<file path="src/rtl/ps2_scancode_decoder.sv">
// rtl/ps2_scancode_decoder.sv - PS/2 set-2 scan-code bytes to one-cycle key events
// ASCII lookup is built only when PS2_DECODER_ASCII_EN is defined.
module ps2_scancode_decoder #(
  parameter int CNT_W = 8
) (
  input  logic             clk,
  input  logic             clrn,
  input  logic [7:0]       kbd_data,
  input  logic             kbd_ready,
  output logic             kbd_nextdata_n,
  output logic             key_valid,
  output logic [7:0]       key_code,
  output logic             key_ext,
  output logic             key_release,
  output logic             key_repeat,
  output logic [7:0]       ascii,
  output logic             shift_held,
  output logic             caps_lock,
  output logic [CNT_W-1:0] press_count
);

  typedef enum logic [2:0] {
    ST_BASE,
    ST_E0,
    ST_F0,
    ST_E0F0,
    ST_PAUSE
  } state_t;

  state_t           state_q, state_d;
  logic [2:0]       skip_q, skip_d;
  logic             ack_q, ack_d;
  logic             held_q, held_d;
  logic             held_ext_q, held_ext_d;
  logic [7:0]       held_code_q, held_code_d;
  logic             lshift_q, lshift_d;
  logic             rshift_q, rshift_d;
  logic             caps_q, caps_d;
  logic [CNT_W-1:0] cnt_q, cnt_d;
  logic             valid_q;
  logic [7:0]       code_q, code_d;
  logic             ext_q, ext_d;
  logic             rel_q, rel_d;
  logic             rep_q, rep_d;

  logic             accept;
  logic             emit;
  logic [7:0]       ev_code;
  logic             ev_ext;
  logic             ev_rel;
  logic             ev_match;
  logic             ev_rep;

  assign accept = kbd_ready && !ack_q;

  // Prefix/pause FSM: decides whether the accepted byte completes an event.
  always_comb begin
    state_d = state_q;
    skip_d  = skip_q;
    ack_d   = 1'b0;
    emit    = 1'b0;
    ev_code = kbd_data;
    ev_ext  = 1'b0;
    ev_rel  = 1'b0;
    if (accept) begin
      ack_d = 1'b1;
      if (state_q == ST_PAUSE) begin
        skip_d = skip_q - 3'd1;
        if (skip_q == 3'd1) begin
          emit    = 1'b1;
          ev_code = 8'hE1;
          state_d = ST_BASE;
        end
      end else if (kbd_data == 8'hE0) begin
        state_d = (state_q == ST_E0F0) ? ST_E0F0 : ST_E0;
      end else if (kbd_data == 8'hF0) begin
        state_d = (state_q == ST_E0 || state_q == ST_E0F0) ? ST_E0F0 : ST_F0;
      end else if (kbd_data == 8'hE1 && state_q == ST_BASE) begin
        state_d = ST_PAUSE;
        skip_d  = 3'd7;
      end else begin
        emit    = 1'b1;
        ev_ext  = (state_q == ST_E0) || (state_q == ST_E0F0);
        ev_rel  = (state_q == ST_F0) || (state_q == ST_E0F0);
        state_d = ST_BASE;
      end
    end
  end

  assign ev_match = held_q && (held_ext_q == ev_ext) && (held_code_q == ev_code);
  assign ev_rep   = !ev_rel && ev_match;

  always_comb begin
    held_d      = held_q;
    held_ext_d  = held_ext_q;
    held_code_d = held_code_q;
    lshift_d    = lshift_q;
    rshift_d    = rshift_q;
    caps_d      = caps_q;
    cnt_d       = cnt_q;
    code_d      = code_q;
    ext_d       = ext_q;
    rel_d       = rel_q;
    rep_d       = rep_q;
    if (emit) begin
      code_d = ev_code;
      ext_d  = ev_ext;
      rel_d  = ev_rel;
      rep_d  = ev_rep;
      if (!ev_rel) begin
        if (!ev_match) begin
          held_d      = 1'b1;
          held_ext_d  = ev_ext;
          held_code_d = ev_code;
          cnt_d       = cnt_q + CNT_W'(1);
        end
      end else if (ev_match) begin
        held_d = 1'b0;
      end
      if (!ev_ext && ev_code == 8'h12) lshift_d = !ev_rel;
      if (!ev_ext && ev_code == 8'h59) rshift_d = !ev_rel;
      if (!ev_ext && ev_code == 8'h58 && !ev_rel && !ev_match) caps_d = !caps_q;
    end
  end

  always_ff @(posedge clk or negedge clrn) begin
    if (!clrn) begin
      state_q     <= ST_BASE;
      skip_q      <= 3'd0;
      ack_q       <= 1'b0;
      held_q      <= 1'b0;
      held_ext_q  <= 1'b0;
      held_code_q <= 8'h00;
      lshift_q    <= 1'b0;
      rshift_q    <= 1'b0;
      caps_q      <= 1'b0;
      cnt_q       <= '0;
      valid_q     <= 1'b0;
      code_q      <= 8'h00;
      ext_q       <= 1'b0;
      rel_q       <= 1'b0;
      rep_q       <= 1'b0;
    end else begin
      state_q     <= state_d;
      skip_q      <= skip_d;
      ack_q       <= ack_d;
      held_q      <= held_d;
      held_ext_q  <= held_ext_d;
      held_code_q <= held_code_d;
      lshift_q    <= lshift_d;
      rshift_q    <= rshift_d;
      caps_q      <= caps_d;
      cnt_q       <= cnt_d;
      valid_q     <= emit;
      code_q      <= code_d;
      ext_q       <= ext_d;
      rel_q       <= rel_d;
      rep_q       <= rep_d;
    end
  end

`ifdef PS2_DECODER_ASCII_EN
  logic [7:0] ascii_q, ascii_d;

  // Lookup sees modifier state from before this event is applied.
  function automatic logic [7:0] to_ascii(input logic [7:0] c, input logic sh, input logic cp);
    logic [7:0] lower;
    logic [7:0] res;
    lower = 8'h00;
    res   = 8'h00;
    case (c)
      8'h1C: lower = "a";  8'h32: lower = "b";  8'h21: lower = "c";  8'h23: lower = "d";
      8'h24: lower = "e";  8'h2B: lower = "f";  8'h34: lower = "g";  8'h33: lower = "h";
      8'h43: lower = "i";  8'h3B: lower = "j";  8'h42: lower = "k";  8'h4B: lower = "l";
      8'h3A: lower = "m";  8'h31: lower = "n";  8'h44: lower = "o";  8'h4D: lower = "p";
      8'h15: lower = "q";  8'h2D: lower = "r";  8'h1B: lower = "s";  8'h2C: lower = "t";
      8'h3C: lower = "u";  8'h2A: lower = "v";  8'h1D: lower = "w";  8'h22: lower = "x";
      8'h35: lower = "y";  8'h1A: lower = "z";
      default: lower = 8'h00;
    endcase
    if (lower != 8'h00) begin
      res = (sh ^ cp) ? (lower - 8'h20) : lower;
    end else begin
      case (c)
        8'h16: res = sh ? "!" : "1";
        8'h1E: res = sh ? "@" : "2";
        8'h26: res = sh ? "#" : "3";
        8'h25: res = sh ? "$" : "4";
        8'h2E: res = sh ? "%" : "5";
        8'h36: res = sh ? "^" : "6";
        8'h3D: res = sh ? "&" : "7";
        8'h3E: res = sh ? "*" : "8";
        8'h46: res = sh ? "(" : "9";
        8'h45: res = sh ? ")" : "0";
        8'h29: res = 8'h20;
        8'h5A: res = 8'h0D;
        8'h66: res = 8'h08;
        8'h76: res = 8'h1B;
        default: res = 8'h00;
      endcase
    end
    return res;
  endfunction

  always_comb begin
    ascii_d = ascii_q;
    if (emit) begin
      ascii_d = (ev_ext || state_q == ST_PAUSE) ? 8'h00
              : to_ascii(ev_code, lshift_q | rshift_q, caps_q);
    end
  end

  always_ff @(posedge clk or negedge clrn) begin
    if (!clrn) ascii_q <= 8'h00;
    else       ascii_q <= ascii_d;
  end

  assign ascii = ascii_q;
`else
  assign ascii = 8'h00;
`endif

  assign kbd_nextdata_n = ~ack_q;
  assign key_valid      = valid_q;
  assign key_code       = code_q;
  assign key_ext        = ext_q;
  assign key_release    = rel_q;
  assign key_repeat     = rep_q;
  assign shift_held     = lshift_q | rshift_q;
  assign caps_lock      = caps_q;
  assign press_count    = cnt_q;

endmodule

</file>
<file path="config.mk">
export PLATFORM = sky130hd
export DESIGN_NAME = ps2_scancode_decoder
export DESIGN_NICKNAME = d
export VERILOG_FILES = /design/src/rtl/ps2_scancode_decoder.sv
export SDC_FILE = /design/constraint.sdc
export NUM_CORES = 1
export LEC_CHECK = 0
export CORE_MARGIN = 1
export CORE_UTILIZATION = 30
export DETAILED_ROUTE_END_ITERATION = 8
export SKIP_CTS_REPAIR_TIMING = 1
export SLEW_MARGIN = 20
export SYNTH_ARGS = -nofsm -noshare
export SYNTH_HDL_FRONTEND = slang
export SYNTH_SLANG_ARGS = --single-unit
</file>
<file path="constraint.sdc">
create_clock -name clk -period 3.1 [get_ports clk]
set_input_delay 0.775 -clock clk [delete_from_list [all_inputs] [get_ports clk]]
set_output_delay 0.775 -clock clk [all_outputs]
set_load 0.1 [all_outputs]
</file>
# --- Word level (Yosys, flattened, before mapping) ---
# Cells that the tools add are included.
word_totals:
  word_cells: 99
  out_inout_bits: 31
  in_bits: 11
  ff_bits: 40
op_classes:
  n_addsub: 2
  muxes: 34
  n_eq_ne: 18
  bitwise: 4
  n_reduce_logical: 26
op_table:
  columns: ["op", "count"]
  rows:
  - ["2-to-1 mux 3 bit", 9]
  - ["equality test 8 bit, second input constant", 3]
  - ["2-to-1 mux 8 bit", 3]
  - ["2-to-1 mux 1 bit", 21]
  - ["equality test 8 x 7 -> 1 bit, second input constant", 2]
  - ["logical AND 1 bit", 10]
  - ["adder 8 x 1 -> 8 bit, second input constant", 1]
  - ["equality test 8 x 5 -> 1 bit, second input constant", 1]
  - ["equality test 8 bit", 1]
  - ["AND reduction 2 bit", 4]
  - ["equality test 3 x 1 -> 1 bit, second input constant", 2]
  - ["equality test 3 x 2 -> 1 bit, second input constant", 2]
  - ["inequality test 2 bit, second input constant", 3]
  - ["AND reduction 3 bit", 2]
  - ["logical NOT 1 bit", 5]
  - ["inequality test 2 x 1 -> 1 bit, second input constant", 2]
  - ["AND reduction 4 bit", 1]
  - ["equality test 3 bit, second input constant", 1]
  - ["logical NOT 3 bit", 1]
  - ["inverter 1 bit", 3]
  - ["subtractor 3 x 1 -> 3 bit, second input constant", 1]
  - ["logical OR 1 bit", 2]
  - ["2-to-1 mux 2 bit", 1]
  - ["nonzero test 2 bit", 1]
  - ["other kinds (2)", 2]

# --- Longest topological paths before layout ---
# Gate-level depths: netlist (run 1).
depth:
  word_depth: 13
  ltp_mapped: 14
  mapped_depth_nobuf: 11

# --- Worst setup path after synthesis (run 1) ---
# OpenSTA, ideal clock, no wires.
synth_timing:
  kind: "input -> register"
  from: "input kbd_ready"
  to: "register cnt_q[1] (netlist: press_count[1])"
  t_arrival_ns: 3.041
  stages: 10
  path_slack_ns: -0.067
  cell_sequence: "nor4bb_1 > and2_1 > buf_2 > or3_1 > a221o_1 > or3_1 > ha_1 > and2_4 > buf_6 > mux2_4"
synth_via:
  elab_chain_len: 7
  elab_cells_between_ends: 12
  cone_classes: "eq/ne (2); mux (4); bitwise (2); reduce/logical (4)"
synth_rtl:
  columns: ["item", "line_no", "rtl"]
  rows:
  - ["start, declared", "9", "input logic kbd_ready,"]
  - ["logical AND 1 bit (*)", "54", "assign accept = kbd_ready && !ack_q;"]
  - ["branches (longest 5 deep; another with 2-to-1 mux 8 bit)", null, null]
  - ["AND reduction 3 bit (no line) (*)", null, null]
  - ["end signal, assigned", "153", "cnt_q <= cnt_d;"]
  - ["end, declared", "39", "logic [CNT_W-1:0] cnt_q, cnt_d;"]
# Every way passes the cells marked *.
# A chain may end at the register's enable or synchronous reset.

# --- Worst setup path after layout (run 1) ---
layout_timing:
  from: "input kbd_data[5]"
  to: "register cnt_q[1] (netlist: press_count[1])"
layout_via:
  elab_chain_len: 12
  elab_cells_between_ends: 29
  cone_classes: "eq/ne (5); mux (18); bitwise (2); reduce/logical (4)"
layout_rtl:
  columns: ["item", "line_no", "rtl"]
  rows:
  - ["start, declared", "8", "input logic [7:0] kbd_data,"]
  - ["equality test 8 bit", "78", "end else if (kbd_data == 8'hE1 && state_q == ST_BASE) begin"]
  - ["logical AND 1 bit", "78", null]
  - ["2-to-1 mux 1 bit", "78", null]
  - ["2-to-1 mux 1 bit", "76", "end else if (kbd_data == 8'hF0) begin"]
  - ["2-to-1 mux 1 bit", "74", "end else if (kbd_data == 8'hE0) begin"]
  - ["2-to-1 mux 1 bit", "67", "if (state_q == ST_PAUSE) begin"]
  - ["2-to-1 mux 1 bit", "65", "if (accept) begin"]
  - ["equality test 1 bit", "90", "assign ev_match = held_q && (held_ext_q == ev_ext) && (held_code_q == ev_code);"]
  - ["logical AND 1 bit (2 in series)", "90", null]
  - ["inverter 1 bit (no line)", null, null]
  - ["AND reduction 3 bit (no line) (*)", null, null]
# Mark *: on every way between the ends. The rest lies on a longest branch, timed or not.

==> results by group, run 1 <==
Cells and area
  • Layout cells sized above 1: 0.283
  • Design area: between 0.002 and 0.003 mm^2
  • Number of diodes: 0
  • Finished Core Util: 0.414
  • Area growth, synth to finish: 31.7%
  • Nets: around 300
  • FILL cells: between 600 and 700

Drt
  • DR WL/cell: ~14 um
  • DR vias: 1,855
  • Routed vias/inst: 4.86
  • Initial DRT Pass Iterations: 4
  • Drt drc: 0
  • Routed Antenna Nets: 0
  • 1st-iter DRT viols: about 100
  • Routed WL: 5220 um

Power
  • P_int: about 980 uW
  • Clock Power Share: 0.183
  • Pleak: 0.00134 uW
  • Worst vdd ir: around 0.6 mV
  • Sw Ratio: 0.474
  • Logic pwr share: 0.448
  • Net Sw Power: roughly 880 uW
  • PD cells: between 600 and 700 mW/mm^2
  • Reg power frac: 0.369

Clock tree
  • Clock Latency Late Sink: 0.29 ns
  • Htree depth: 2
  • CTS tree: built
  • Clock slew at reported path FFs: 0.08 ns
  • Deepest clock path buffer count: 2
  • Clk root buf: clkbuf_8
  • Sink Count: 40
  • CTS Buf Count: 5

GRT
  • Initial antenna violation count: 0
  • Global-route wire length before repair: around 8500 um
  • Largest net degree at the start of global routing: 41
  • Total gr overflow: 0
  • Number of global-route vias before repair: 1,779
  • GRT Util Overall: 0.148

Synth
  • Xor and xnor area share after synthesis: 0.0365
  • Post-Syn Area: 0.00216 mm^2
  • Library cells used by synthesis: 56
  • Yosys reg bits: 40
  • Share of flip-flops with an asynchronous set or reset: 1.00
  • Syn avg cell area: roughly 9.8 um^2
  • Simple logic cell fraction of the synthesized area: 0.201
  • Post-synth EDFFs: 0
  • Sequential area share after synthesis: 0.463
  • Fraction of the mapped netlist area in adder cells: 0.0290
  • Ys flop type: dfrtp_1
  • Main combinational cell family by area after synthesis: simple AND/OR/NAND/NOR gates
  • Cells after Synth: about 220
  • Synth Area in Compound Gates: 0.166
  • Synth warn: 0
  • Mux cell area share after synthesis: 0.0226

Critical path
  • FF-to-FF End: press_count[1]
  • CP max stage delay: approximately 0.53 ns
  • Worst path required time: around 3.3 ns
  • Crit path max-delay family: simple AND/OR/NAND/NOR gates
  • CP max stage cell: clkdlybuf4s50_1
  • Crit. Startpoint: kbd_data[5]
  • Reg2reg setup slack: approximately 0.24 ns
  • Crit. End Element: register
  • Critical Path Source Type: primary input
  • CP cell instances: clkdlybuf4s50_1 > inv_1 > o2bb2ai_1 > or3_1 > a221o_1 > or3_4 > ha_4 > and2_4 > mux2_4
  • Buf+Inv Stages, Crit Path: 2
  • WP data arrival: roughly 3.2 ns
  • Worst R2R Path Depth: 10
  • Critical R2R Launch: skip_q[0]
  • CP Class: primary input to register
  • Crit-path max FO: 7

Timing
  • Fmax: ~330 MHz
  • Max Slew Vio Count: 0
  • Clock skew: 0.00403 ns
  • Slew HR: 0.411
  • Final period util: 0.974
  • Worst Hold Slack: 0.469 ns
  • RSZ-0062 raised after global routing: no
  • Setup_tns: 0 ns
  • Final critical path time including I/O delays and setup: just over 3 ns
  • Fin. Hold Viols: 0
  • Final setup viols: 0
  • Worst slew pin tran: between 0.8 and 0.9 ns

Floorplanning
  • Initial Util: 0.315
  • Total Die Area: 0.00755 mm^2
  • FP Rows: 30
  • Die Y: 86.9 um
  • Die Wd: 86.9 um
  • I/O pins: 42
  • Core region area: a little under 0.007 mm^2

Outcome
  • Status: complete, no violations

Min path
  • WHS Endpoint: caps_lock
  • Worst hold start: caps_lock
  • Hold Crit Depth: 1
  • HP Class: register to register

Placed design
  • Placed cell area: roughly 0.0027 mm^2
  • GPL Wtd Cong: between 0.9 and 1
  • Input/output buffers: 33
  • Final HPWL DP: 3960 um

Flow run
  • Max-Cap Viols: 0
==> kinds of logic after synthesis <==
family          Yosys count
fa+ha+maj                 5
mux                       4
xor+xnor                  9
compound gates           51
flops                    40
buf+inv                  31
other cells               1
simple gates             80
==> sequential cells by signal, summed over array words and instances, names as in the netlist <==
signal	cells
press_count	8
key_valid	1
held_code_q	8
lshift_q	1
held_ext_q	1
skip_q	3
caps_lock	1
key_release	1
held_q	1
ack_q	1
state_q	3
key_code	8
key_repeat	1
key_ext	1
rshift_q	1
==> per-layer routing <==
metal  wire length [um]  global-route usage  share of wire  up-vias
li1                   -                   -              -      894
met1               2400               0.188           0.46      914
met2               2540               0.243           0.49       42
met3                206              0.0351          0.039        5
met4                 74              0.0621          0.014        0
met5                  0                   0              0        -
==> synthesized netlist by cell type, types with 4 or more instances <==
cell type / number / area (um^2)
xnor2_1: 7 / 61.3
nand3_1: 5 / 25.0
o21ai_0: 14 / 70.1
nand4_1: 7 / 43.8
buf_4: 8 / 60.1
a21oi_1: 9 / 45.0
a31oi_1: 4 / 25.0
dfrtp_1: 40 / 1000
ha_1: 5 / 62.6
nand2_1: 25 / 93.8
nor2_1: 14 / 52.6
inv_1: 13 / 48.8
==> layout by cell type (no fill, tap or decap), types with 3 or more instances in the layout <==
cell type	count
nand4_1	7
nor4_1	3
a32o_1	3
nand3_1	5
buf_4	54
nand2_1	25
o21ai_0	13
a31oi_1	4
ha_1	4
dfrtp_1	40
a21oi_1	9
clkbuf_8	5
inv_1	13
nor2_1	13
a21o_1	3
clkdlybuf4s50_1	7
conb_1	8
mux2_2	3
xnor2_1	7
o21ai_1	4
==> metrics by stage <==
step | total power [uW] | cells | worst slack, ns
2_1_floorplan | 1330 | 228 | 0.00766
3_5_place_dp | 1530 | 373 | -0.462
4_1_cts | 1880 | 381 | -0.154
3_3_place_gp | 1530 | 373 | -0.435
5_1_grt | 1950 | 382 | 0.0182
6_report | 1860 | 382 | 0.0794
==> cell type report <==
| class | instances | area (um^2) | area share |
|---|---|---|---|
| sequential | 40 | 1000 | 0.352 |
| tap | 96 | 120 | 0.0422 |
| clock buffer | 7 | 76.3 | 0.0268 |
| timing repair buffer | 66 | 546 | 0.192 |
| inverter | 15 | 58.8 | 0.0207 |
| multi-input combinational | 157 | 1030 | 0.364 |
| clock inverter | 1 | 8.76 | 0.00308 |
==> power groups by stage <==
| stage | logic, uW | clock network [uW] | registers (uW) |
|---|---|---|---|
| floorplan | 250 | 0 | 1080 |
| global placement | 829 | 0 | 696 |
| detailed placement | 833 | 0 | 698 |
| CTS | 835 | 353 | 688 |
| global route | 873 | 379 | 702 |
| finish | 834 | 341 | 687 |
==> worst max-delay path by stage <==
stage               slack (ns)              to  cells after the start
finish                    0.08  press_count[1]                      9
global route              0.02  held_code_q[7]                     10
global placement         -0.44          held_q                     10
CTS                      -0.15          held_q                     10
detailed placement       -0.46          held_q                     10
floorplan                0.008  press_count[1]                     10
Note: power is estimated with default switching activity, not from simulation.
==> inputs of run 2 (changes only) <==
--- a/config.mk
+++ b/config.mk
@@ -8,6 +8,7 @@
 export CORE_MARGIN = 1
 export CORE_UTILIZATION = 30
 export DETAILED_ROUTE_END_ITERATION = 8
+export SETUP_SLACK_MARGIN = 0.2
 export SKIP_CTS_REPAIR_TIMING = 1
 export SLEW_MARGIN = 20
 export SYNTH_ARGS = -nofsm -noshare
==> results by group, run 2 (synthesis gave the netlist of run 1 again) <==
Outcome
  • Status: complete, no violations

Cells and area
  • Finished Core Util: 0.417
  • Layout cells sized above 1: 0.297
  • Most frequent cells in the layout: buf_4 (55), dfrtp_1 (40), nand2_1 (25)
  • Area growth, synth to finish: 32.5%
  • Number of diodes: 0
  • FILL cells: about 700
  • Nets: approximately 300
  • Non-filler cells, final: between 300 and 400
  • Commonest non-fill, non-tap cell in the layout: buf_4

Power
  • Pleak: around 0.0014 uW
  • Power, Total: 1880 uW
  • P_int: just under 1000 uW
  • Net Sw Power: 906 uW
  • Reg power frac: 0.368
  • Sw Ratio: 0.482
  • PD cells: roughly 660 mW/mm^2
  • Worst vdd ir: roughly 0.39 mV
  • Logic pwr share: 0.441
  • Clock Power Share: 0.191

GRT
  • Initial antenna violation count: 0
  • GRT Util Overall: 0.155
  • Total gr overflow: 0
  • Global-route wire length before repair: 8830 um
  • Number of global-route vias before repair: 1,794
  • Largest net degree at the start of global routing: 41

Floorplanning
  • Core region area: 0.00687 mm^2
  • Total Die Area: between 0.007 and 0.008 mm^2
  • Die Y: about 87 um
  • I/O pins: 42
  • Initial Util: 0.315
  • Die Wd: around 87 um
  • FP Rows: 30

Drt
  • 1st-iter DRT viols: 55
  • Met2 WL: between 2000 and 2500 um
  • Metal-1 WL: 2540 um
  • Routed WL: approximately 5300 um
  • DR vias: about 1,800
  • Routed Antenna Nets: 0
  • DR WL/cell: 13.9 um
  • Met3 WL post-DR: around 200 um
  • Initial DRT Pass Iterations: 5
  • Top Metal Used: met4
  • Routed vias/inst: about 4.7
  • Drt drc: 0

Timing
  • Max Slew Vio Count: 0
  • Fin. Hold Viols: 0
  • Final critical path time including I/O delays and setup: ~2.8 ns
  • Fmax: 354 MHz
  • RSZ-0062 raised after global routing: no
  • Clock skew: 0.0125 ns
  • Worst Hold Slack: ~0.48 ns
  • Final setup viols: 0
  • Setup_tns: 0 ns
  • Final period util: 0.912
  • Slew HR: 0.393
  • Worst slew pin tran: 0.911 ns

Placed design
  • Placed cells: about 370
  • GPL Wtd Cong: just under 0.9
  • Input/output buffers: 33
  • Final HPWL DP: between 4000 and 5000 um

Critical path
  • Crit. End Element: register
  • CP max stage cell: clkdlybuf4s50_1
  • Worst path required time: between 3 and 4 ns
  • Crit path max-delay family: compound AO/OA/AOI/OAI gates
  • CP cell instances: clkdlybuf4s50_1 > a222oi_1 > nand3b_1 > a221o_1 > or3_4 > ha_4 > and2_4 > buf_12 > o21ai_0 > o21ai_1
  • Crit-path max FO: 10
  • CP max stage delay: 0.50 ns
  • CP Class: primary input to register
  • WP data arrival: approximately 3 ns
  • Buf+Inv Stages, Crit Path: 2
  • Critical Path Source Type: primary input

Clock tree
  • Htree depth: 2
  • CTS Buf Count: 5
  • Clk root buf: clkbuf_8
  • CTS tree: built
  • Sink Count: 40
  • Clock Latency Late Sink: about 0.31 ns
  • Clock slew at reported path FFs: 0.09 ns
  • Deepest clock path buffer count: 2

Min path
  • HP Class: register to register

Flow run
  • Max-Cap Viols: 0
[run 2: changes by cell type in the layout (fill, tap and decap cells not counted), sizes merged]
cell and change:
clkbuf -2, dlymetal6s2s +4, clkdlybuf4s50 -4, clkinv +2
[run 2: per-stage QoR]
| stage | setup slack [ns] | cell area (um^2) |
|---|---|---|
| 2_1_floorplan | 0.113 | 2230 |
| 3_3_place_gp | -0.257 | 2750 |
| 3_5_place_dp | -0.323 | 2750 |
| 4_1_cts | -0.0138 | 2840 |
| 5_1_grt | 0.201 | 2860 |
| 6_report | 0.272 | 2860 |
[run 2: path summary, 6_finish.rpt]
path / start / end / slack [ns] / depth (start not counted)
setup / recovery: kbd_data[7] / held_code_q[7] / 0.27 / 10
hold reg to reg: press_count[7] / press_count[7] / 0.48 / 1
min in group asynchronous: clrn / key_code[0] / 0.59 / 1
max in group asynchronous: clrn / key_code[5] / 1.93 / 1
setup reg to reg: skip_q[0] / held_code_q[7] / 0.34 / 11
hold / removal: press_count[7] / press_count[7] / 0.48 / 1
[run 2: cell type report]
| class | instances | area, um^2 | area share |
|---|---|---|---|
| multi-input combinational | 157 | 1050 | 0.368 |
| sequential | 40 | 1000 | 0.350 |
| timing repair buffer | 66 | 543 | 0.190 |
| tap | 96 | 120 | 0.0420 |
| clock buffer | 5 | 68.8 | 0.0240 |
| inverter | 15 | 58.8 | 0.0205 |
| clock inverter | 3 | 18.8 | 0.00656 |
[run 2: power by group through the flow]
stage	Sequential (uW)	Combinational [uW]	Clock, uW
6_report	691	830	359
5_1_grt	703	871	394
4_1_cts	690	833	371
3_5_place_dp	698	832	0
3_3_place_gp	698	826	0
2_1_floorplan	1080	255	0
[run 2: routing by layer]
metal,global-route usage,vias up
li1,-,899
met1,0.205,846
met2,0.229,38
met3,0.0417,13
met4,0.0879,0
met5,0,-
